`src/rtl/hub75_pkg.sv`:
```
// Shared constants for the HUB75 column scanner: FSM state codes, plane count
// and channel bit offsets within an RGB_RES-bit pixel.
package hub75_pkg;

  localparam int unsigned PIX_BITS   = 9;
  localparam int unsigned NUM_PLANES = PIX_BITS / 3;
  localparam int unsigned R_OFS      = 6;
  localparam int unsigned G_OFS      = 3;
  localparam int unsigned B_OFS      = 0;

  localparam logic [2:0] ST_IDLE    = 3'd0;
  localparam logic [2:0] ST_FETCH0  = 3'd1;
  localparam logic [2:0] ST_FETCH1  = 3'd2;
  localparam logic [2:0] ST_SHIFT   = 3'd3;
  localparam logic [2:0] ST_BLANK   = 3'd4;
  localparam logic [2:0] ST_LATCH   = 3'd5;
  localparam logic [2:0] ST_DISPLAY = 3'd6;

  // {R,G,B} bit of one BCM plane taken from a packed pixel
  function automatic logic [2:0] plane_bits(input logic [PIX_BITS-1:0] px,
                                            input logic [1:0]          plane);
    logic [2:0] r;
    logic [2:0] g;
    logic [2:0] b;
    r = px[R_OFS +: 3];
    g = px[G_OFS +: 3];
    b = px[B_OFS +: 3];
    return {r[plane], g[plane], b[plane]};
  endfunction

endpackage

```
`src/rtl/bcm_oe_timer.sv`:
```
// OE-low interval timer for binary code modulation: plane p keeps OE low for
// BASE_OE<<p cycles; done_c marks the final OE-low cycle.
module bcm_oe_timer #(
  parameter int unsigned BASE_OE    = 8,
  parameter int unsigned NUM_PLANES = 3
) (
  input  logic                          clk,
  input  logic                          rst_n,
  input  logic                          start,
  input  logic [$clog2(NUM_PLANES)-1:0] plane,
  output logic                          oe_n,
  output logic                          done_c
);

  localparam int unsigned CW = $clog2((BASE_OE << (NUM_PLANES - 1)) + 1);

  logic [CW-1:0] cnt_q;

  assign done_c = ~oe_n & (cnt_q == CW'(1));

  always_ff @(posedge clk or negedge rst_n) begin
    if (!rst_n) begin
      cnt_q <= '0;
      oe_n  <= 1'b1;
    end else if (start) begin
      cnt_q <= CW'(BASE_OE << plane);
      oe_n  <= 1'b0;
    end else if (!oe_n) begin
      if (cnt_q == CW'(1)) begin
        cnt_q <= '0;
        oe_n  <= 1'b1;
      end else begin
        cnt_q <= cnt_q - CW'(1);
      end
    end
  end

endmodule

```
`src/rtl/hub75_column_scanner.sv`:
```
// HUB75 panel driver: fetches a column pair per scan address, shifts it out
// over 3 BCM planes and sequences blank, latch, OE and row address.
module hub75_column_scanner
  import hub75_pkg::*;
#(
  parameter int unsigned SCAN_RATE = 32,
  parameter int unsigned NUM_COLS  = 64,
  parameter int unsigned NUM_ROWS  = 64,
  parameter int unsigned RGB_RES   = 9,
  parameter int unsigned BASE_OE   = 8
) (
  input  logic                                    clk_in,
  input  logic                                    rst_n_in,
  input  logic                                    enable_in,
  input  logic [1:0][NUM_ROWS-1:0][RGB_RES-1:0]   columns_in,
  output logic [$clog2(SCAN_RATE)-1:0]            column_index1_out,
  output logic [$clog2(NUM_COLS)-1:0]             column_index2_out,
  output logic [$clog2(SCAN_RATE)-1:0]            addr_out,
  output logic [2:0]                              rgb1_out,
  output logic [2:0]                              rgb2_out,
  output logic                                    panel_clk_out,
  output logic                                    latch_out,
  output logic                                    oe_n_out,
  output logic                                    frame_done_out
);

  localparam int unsigned AW  = $clog2(SCAN_RATE);
  localparam int unsigned IW  = $clog2(NUM_COLS);
  localparam int unsigned IX  = $clog2(NUM_ROWS);
  localparam int unsigned PW  = IX + 1;
  localparam int unsigned PLW = $clog2(NUM_PLANES);

  logic [2:0]     state_q,  state_d;
  logic [AW-1:0]  a_q,      a_d;
  logic [IW-1:0]  idx2_q,   idx2_d;
  logic [AW-1:0]  addr_q,   addr_d;
  logic [PLW-1:0] plane_q,  plane_d;
  logic [PW-1:0]  pix_q,    pix_d;
  logic           phase_q,  phase_d;
  logic [2:0]     rgb1_q,   rgb1_d;
  logic [2:0]     rgb2_q,   rgb2_d;
  logic           pclk_q,   pclk_d;
  logic           latch_q,  latch_d;
  logic           frame_q,  frame_d;
  logic           resume_q, resume_d;

  logic [1:0][NUM_ROWS-1:0][RGB_RES-1:0] col_buf_q;

  logic [AW-1:0]  a_inc_c;
  logic [IX-1:0]  pix_nxt_c;
  logic [PLW-1:0] plane_nxt_c;
  logic           oe_start_c;
  logic           oe_done_c;

  assign a_inc_c     = (a_q == AW'(SCAN_RATE - 1)) ? '0 : a_q + AW'(1);
  assign pix_nxt_c   = IX'(pix_q + PW'(1));
  assign plane_nxt_c = plane_q + PLW'(1);

  assign column_index1_out = a_q;
  assign column_index2_out = idx2_q;
  assign addr_out          = addr_q;
  assign rgb1_out          = rgb1_q;
  assign rgb2_out          = rgb2_q;
  assign panel_clk_out     = pclk_q;
  assign latch_out         = latch_q;
  assign frame_done_out    = frame_q;

  always_ff @(posedge clk_in or negedge rst_n_in) begin
    if (!rst_n_in) state_q <= ST_IDLE;
    else           state_q <= state_d;
  end

  always_ff @(posedge clk_in or negedge rst_n_in) begin
    if (!rst_n_in) begin
      a_q      <= '0;
      idx2_q   <= IW'(SCAN_RATE);
      addr_q   <= '0;
      plane_q  <= '0;
      pix_q    <= '0;
      phase_q  <= 1'b0;
      rgb1_q   <= '0;
      rgb2_q   <= '0;
      pclk_q   <= 1'b0;
      latch_q  <= 1'b0;
      frame_q  <= 1'b0;
      resume_q <= 1'b0;
    end else begin
      a_q      <= a_d;
      idx2_q   <= idx2_d;
      addr_q   <= addr_d;
      plane_q  <= plane_d;
      pix_q    <= pix_d;
      phase_q  <= phase_d;
      rgb1_q   <= rgb1_d;
      rgb2_q   <= rgb2_d;
      pclk_q   <= pclk_d;
      latch_q  <= latch_d;
      frame_q  <= frame_d;
      resume_q <= resume_d;
    end
  end

  // One capture per address; every plane of that address reuses it
  always_ff @(posedge clk_in) begin
    if (state_q == ST_FETCH1) col_buf_q <= columns_in;
  end

  // Next-state and next-output logic; outputs are loaded with the value of
  // the state being entered so they line up with that state's cycles.
  always_comb begin
    state_d    = state_q;
    a_d        = a_q;
    idx2_d     = idx2_q;
    addr_d     = addr_q;
    plane_d    = plane_q;
    pix_d      = pix_q;
    phase_d    = phase_q;
    rgb1_d     = rgb1_q;
    rgb2_d     = rgb2_q;
    pclk_d     = 1'b0;
    latch_d    = 1'b0;
    frame_d    = 1'b0;
    resume_d   = resume_q;
    oe_start_c = 1'b0;

    case (state_q)
      ST_IDLE: begin
        if (enable_in) begin
          state_d  = ST_FETCH0;
          resume_d = 1'b0;
          if (resume_q) begin
            a_d    = a_inc_c;
            idx2_d = IW'(a_inc_c) + IW'(SCAN_RATE);
          end
        end
      end
      ST_FETCH0: state_d = ST_FETCH1;
      ST_FETCH1: begin
        // Pixel 0 of plane 0 bypasses the buffer, which loads on this same edge
        state_d = ST_SHIFT;
        plane_d = '0;
        pix_d   = '0;
        phase_d = 1'b0;
        rgb1_d  = plane_bits(columns_in[0][0], 2'd0);
        rgb2_d  = plane_bits(columns_in[1][0], 2'd0);
      end
      ST_SHIFT: begin
        if (!phase_q) begin
          phase_d = 1'b1;
          pclk_d  = 1'b1;
        end else if (pix_q == PW'(NUM_ROWS - 1)) begin
          state_d = ST_BLANK;
        end else begin
          pix_d   = pix_q + PW'(1);
          phase_d = 1'b0;
          rgb1_d  = plane_bits(col_buf_q[0][pix_nxt_c], 2'(plane_q));
          rgb2_d  = plane_bits(col_buf_q[1][pix_nxt_c], 2'(plane_q));
        end
      end
      ST_BLANK: begin
        state_d = ST_LATCH;
        latch_d = 1'b1;
        addr_d  = a_q;
      end
      ST_LATCH: begin
        state_d    = ST_DISPLAY;
        oe_start_c = 1'b1;
      end
      ST_DISPLAY: begin
        if (oe_done_c) begin
          if (plane_q < PLW'(NUM_PLANES - 1)) begin
            state_d = ST_SHIFT;
            plane_d = plane_nxt_c;
            pix_d   = '0;
            phase_d = 1'b0;
            rgb1_d  = plane_bits(col_buf_q[0][0], 2'(plane_nxt_c));
            rgb2_d  = plane_bits(col_buf_q[1][0], 2'(plane_nxt_c));
          end else begin
            frame_d = (a_q == AW'(SCAN_RATE - 1));
            if (enable_in) begin
              state_d = ST_FETCH0;
              a_d     = a_inc_c;
              idx2_d  = IW'(a_inc_c) + IW'(SCAN_RATE);
            end else begin
              state_d  = ST_IDLE;
              resume_d = 1'b1;
            end
          end
        end
      end
      default: state_d = ST_IDLE;
    endcase
  end

  bcm_oe_timer #(
    .BASE_OE    (BASE_OE),
    .NUM_PLANES (NUM_PLANES)
  ) u_oe_timer (
    .clk    (clk_in),
    .rst_n  (rst_n_in),
    .start  (oe_start_c),
    .plane  (plane_q),
    .oe_n   (oe_n_out),
    .done_c (oe_done_c)
  );

endmodule

```
`config.mk`:
```
export PLATFORM = sky130hd
export DESIGN_NAME = hub75_column_scanner
export DESIGN_NICKNAME = d
export VERILOG_FILES = /design/src/rtl/hub75_pkg.sv /design/src/rtl/bcm_oe_timer.sv /design/src/rtl/hub75_column_scanner.sv
export SDC_FILE = /design/constraint.sdc
export NUM_CORES = 2
export LEC_CHECK = 0
export CAP_MARGIN = 40
export CORE_AREA = 2 2 463 465
export CTS_BUF_LIST = sky130_fd_sc_hd__clkbuf_2 sky130_fd_sc_hd__clkbuf_4 sky130_fd_sc_hd__clkbuf_8
export DETAILED_ROUTE_END_ITERATION = 16
export DIE_AREA = 0 0 465 467
export HOLD_SLACK_MARGIN = 0.06
export PLACE_DENSITY = 0.51
export RECOVER_POWER = 100
export REMOVE_ABC_BUFFERS = 1
export SLEW_MARGIN = 20
export SYNTH_ARGS = -nofsm -noshare
export SYNTH_HDL_FRONTEND = slang
export SYNTH_SLANG_ARGS = --single-unit
```
`constraint.sdc`:
```
create_clock -name clk_in -period 53.9 [get_ports clk_in]
set_input_delay 10.78 -clock clk_in [delete_from_list [all_inputs] [get_ports clk_in]]
set_output_delay 10.78 -clock clk_in [all_outputs]
set_load 0.005 [all_outputs]
```
==> flow_metrics.py <==
metrics = {
    "die": {
        "fp.dieH_um": 467,
        "die_w_um": 465,
        "dieArea_mm2": 0.217,
        "io_pins": 1181,
        "core-area_mm2": 0.212,
        "initial_core_util": 0.221,
        "row_count": 169,
    },
    "clock_network": {
        "cts_buffers": 209,
        "cts_root_buf": "clkbuf_8",
        "cts_buffer_depth": 3,
        "cts_tree": "yes",
        "post_cts_buffers": 0,
        "clk_pin_slew_ns": 0.06,
        "h-tree-depth": 4,
        "cts.sinks": 1192,
        "post_cts_resized": 0,
        "postCtsHoldBufs": 0,
        "clk_latency_ns": 0.93,
    },
    "yosys": {
        "synth-compound-area-share": 0.0337,
        "yosys-top-cells-area": "edfxtp_1 (74%), mux4_2 (9.5%), nand2_1 (3.1%)",
        "async_flop_share": 0.0336,
        "yosys_warnings": 0,
        "synth_edf_count": 1152,
        "yosysTopAreaCell": "edfxtp_1",
        "ys_ff_latch": 1192,
        "synthAdderAreaFrac": 0.00214,
        "synth_mux_area_frac": 0.117,
        "synth-seq-area-share": 0.762,
        "ys_types": 74,
        "synthDominantCellAreaShare": 0.740,
        "synth_top_family_by_area": "multiplexers",
        "synthSimpleGateAreaFrac": 0.0663,
        "synth_area_mm2": 0.0467,
        "avgSynthCellArea_um2": 18.2,
        "dominantRegCellSynth": "edfxtp_1",
        "synthCells": 2574,
        "synthXorXnorAreaFrac": 0.000883,
    },
    "routing": {
        "vias_per_cell": 4.36,
        "wl_per_cell_um": 28.4,
        "drc": 0,
        "first_pass_iters": 6,
        "ant_nets": 0,
        "routed_wl_mm": 199,
        "drt_iter0_markers": 2345,
        "via_count": 30500,
    },
    "final_layout": {
        "layout_common_cells": "dlygate4sd3_1 (1178), edfxtp_1 (1152), nand2_1 (384)",
        "fin_nets": 5058,
        "final_cell_area_mm2": 0.0664,
        "area_delta_synth_final_pct": 42.0,
        "layout.cells.most_common": "dlygate4sd3_1",
        "final.fill_count": 21100,
        "layout-drive-gt1-share": 0.154,
    },
    "critical_path": {
        "cp-end-kind": "register",
        "r2r-end": "col_buf_q[1044]",
        "reg2reg_from": "state_q[1]",
        "reg2reg_slack_ns": 38.96,
        "path_common_cell": "clkbuf_1",
        "rr_worst_depth": 8,
        "slowest_stage": "clkbuf_1",
        "path_max_fanout": 153,
        "max_stage_delay_ns": 5.81,
        "crit_path_start_kind": "register",
        "worstPathArrival_ns": 15.21,
        "cp_cell_sequence": "nand2b_1 > nor2_1 > clkbuf_1 > clkbuf_1 > clkbuf_1 > clkbuf_1 > clkbuf_1 > clkbuf_1",
        "critPathKind": "reg -> reg",
        "critPathRequiredTime_ns": 54.17,
    },
    "grt": {
        "grt_max_degree": 176,
        "grt_pass1_wl_mm": 263,
        "track_usage": 0.177,
        "antenna_found_initial": 267,
        "grt_pass1_vias": 31400,
        "overflow": 0,
    },
    "hold_path": {
        "hold_path_depth": 1,
        "holdCritPathClass": "reg -> reg",
        "min_to": "addr_out[4]",
        "holdCritStartpoint": "addr_out[4]",
    },
    "placed_design": {
        "placed_area_mm2": 0.0622,
        "place.port_buffers": 1179,
        "globalplace.congestion": 0.818,
        "pre_cts_ws_ns": 41.39,
        "hpwlAfterDp_mm": 150,
    },
    "sta": {
        "final-setup-viol-count": 0,
        "rsz0062_at_grt": "no",
        "max_freq_mhz": 66.9,
        "slew_headroom": -5.42,
        "hold_viol": 0,
        "tightest_slew_ns": 9.64,
        "fin_crit_sh": 0.277,
        "slew_violations": 1208,
        "setup_slack_ns": 38.96,
        "tns_ns": 0,
        "fin_skew_ns": 0.0506,
        "fin_crit_ns": 14.94,
    },
    "pwr": {
        "power.leakage_nw": 21.9,
        "power_density_mw_per_mm2": 48.3,
        "ir_drop_v": 0.0000317,
        "power_mw": 3.21,
    },
    "status": {
        "run_status": "finished with violations",
        "violations": "max-capacitance violations, max-slew violations",
    },
    "run": {
        "cap_viol_max_count": 20,
    },
}
-- cell families after synthesis --
family / Yosys count
compound gates: 220
xor+xnor: 3
fa+ha+maj: 8
buf+inv: 162
flops: 1192
mux: 294
other cells: 1
simple gates: 694
-- final cells by class --
type | count | area, µm² | share of cell area
Sequential cell | 1192 | 35600 | 0.536
Timing Repair Buffer | 1265 | 12400 | 0.187
Clock buffer | 288 | 3480 | 0.0524
Tap cell | 2821 | 3530 | 0.0532
Inverter | 7 | 28.8 | 0.000433
Clock inverter | 101 | 673 | 0.0101
Antenna cell | 105 | 263 | 0.00396
Multi-Input combinational cell | 1220 | 10400 | 0.157
-- critical path, delay by kind of cell (launching register included) --
family	cells	cell delay (ns)
buf+inv	6	12.80
flops	1	0.63
simple gates	2	0.58
-- worst max path at each step --
stage / start / slack (ns) / endpoint / depth (start not counted)
final: state_q[1] / 38.96 / col_buf_q[1044] / 8
after global routing: state_q[1] / 37.44 / col_buf_q[84] / 8
after CTS: u_oe_timer.oe_n / 40.77 / oe_n_out / 1
after detailed placement: enable_in / 41.39 / column_index2_out[2] / 4
after global placement: enable_in / 41.37 / column_index2_out[2] / 4
after floorplan: state_q[0] / 2.62 / col_buf_q[0] / 2
-- flip-flops by register name, indices dropped and copies added, names as in the netlist --
register           flops
addr_out               5
col_buf_q           1152
column_index2_out      5
frame_done_out         1
latch_out              1
panel_clk_out          1
phase_q                1
pix_q                  7
plane_q                2
resume_q               1
rgb1_out               3
rgb2_out               3
state_q                3
u_oe_timer.cnt_q       6
u_oe_timer.oe_n        1
-- synth_stat cells (all sizes together) (8+ instances only) --
cell,n
a21oi,33
a22oi,12
a31oi,40
a32o,12
a32oi,24
buf,103
clkbuf,52
dfrtp,39
edfxtp,1152
ha,8
mux2,15
mux2i,80
mux4,199
nand2,385
nand2b,17
nand3,146
nand3b,8
nand4,11
nor2,52
nor3,16
nor3b,13
nor4,16
o21ai,30
-- per-stage QoR --
step           hold WS, ns  utilization  std cells
6_report             0.502        0.314       6999
3_5_place_dp         0.499        0.294       6501
5_1_grt              0.516        0.313       6948
2_1_floorplan        0.467            -       2419
4_1_cts              0.513        0.313       6890
3_3_place_gp         0.497        0.293       6486
-- power by group --
| group | total (mW) | switching, mW | internal, mW | leakage [nW] |
|---|---|---|---|---|
| combinational | 0.916 | 0.584 | 0.331 | 8.56 |
| sequential | 1.45 | 0.0896 | 1.36 | 11.1 |
| clock | 0.844 | 0.400 | 0.444 | 2.19 |
-- routing by layer --
metal	vias to the layer above	part of all wire	global-route usage	wire, µm
met2	1484	0.49	0.306	97900
met5	-	0.0041	0	811
met4	122	0.027	0.0398	5310
met1	15200	0.39	0.210	77800
li1	13100	-	-	-
met3	541	0.086	0.0633	17200
(Power assumes the default switching activity.)
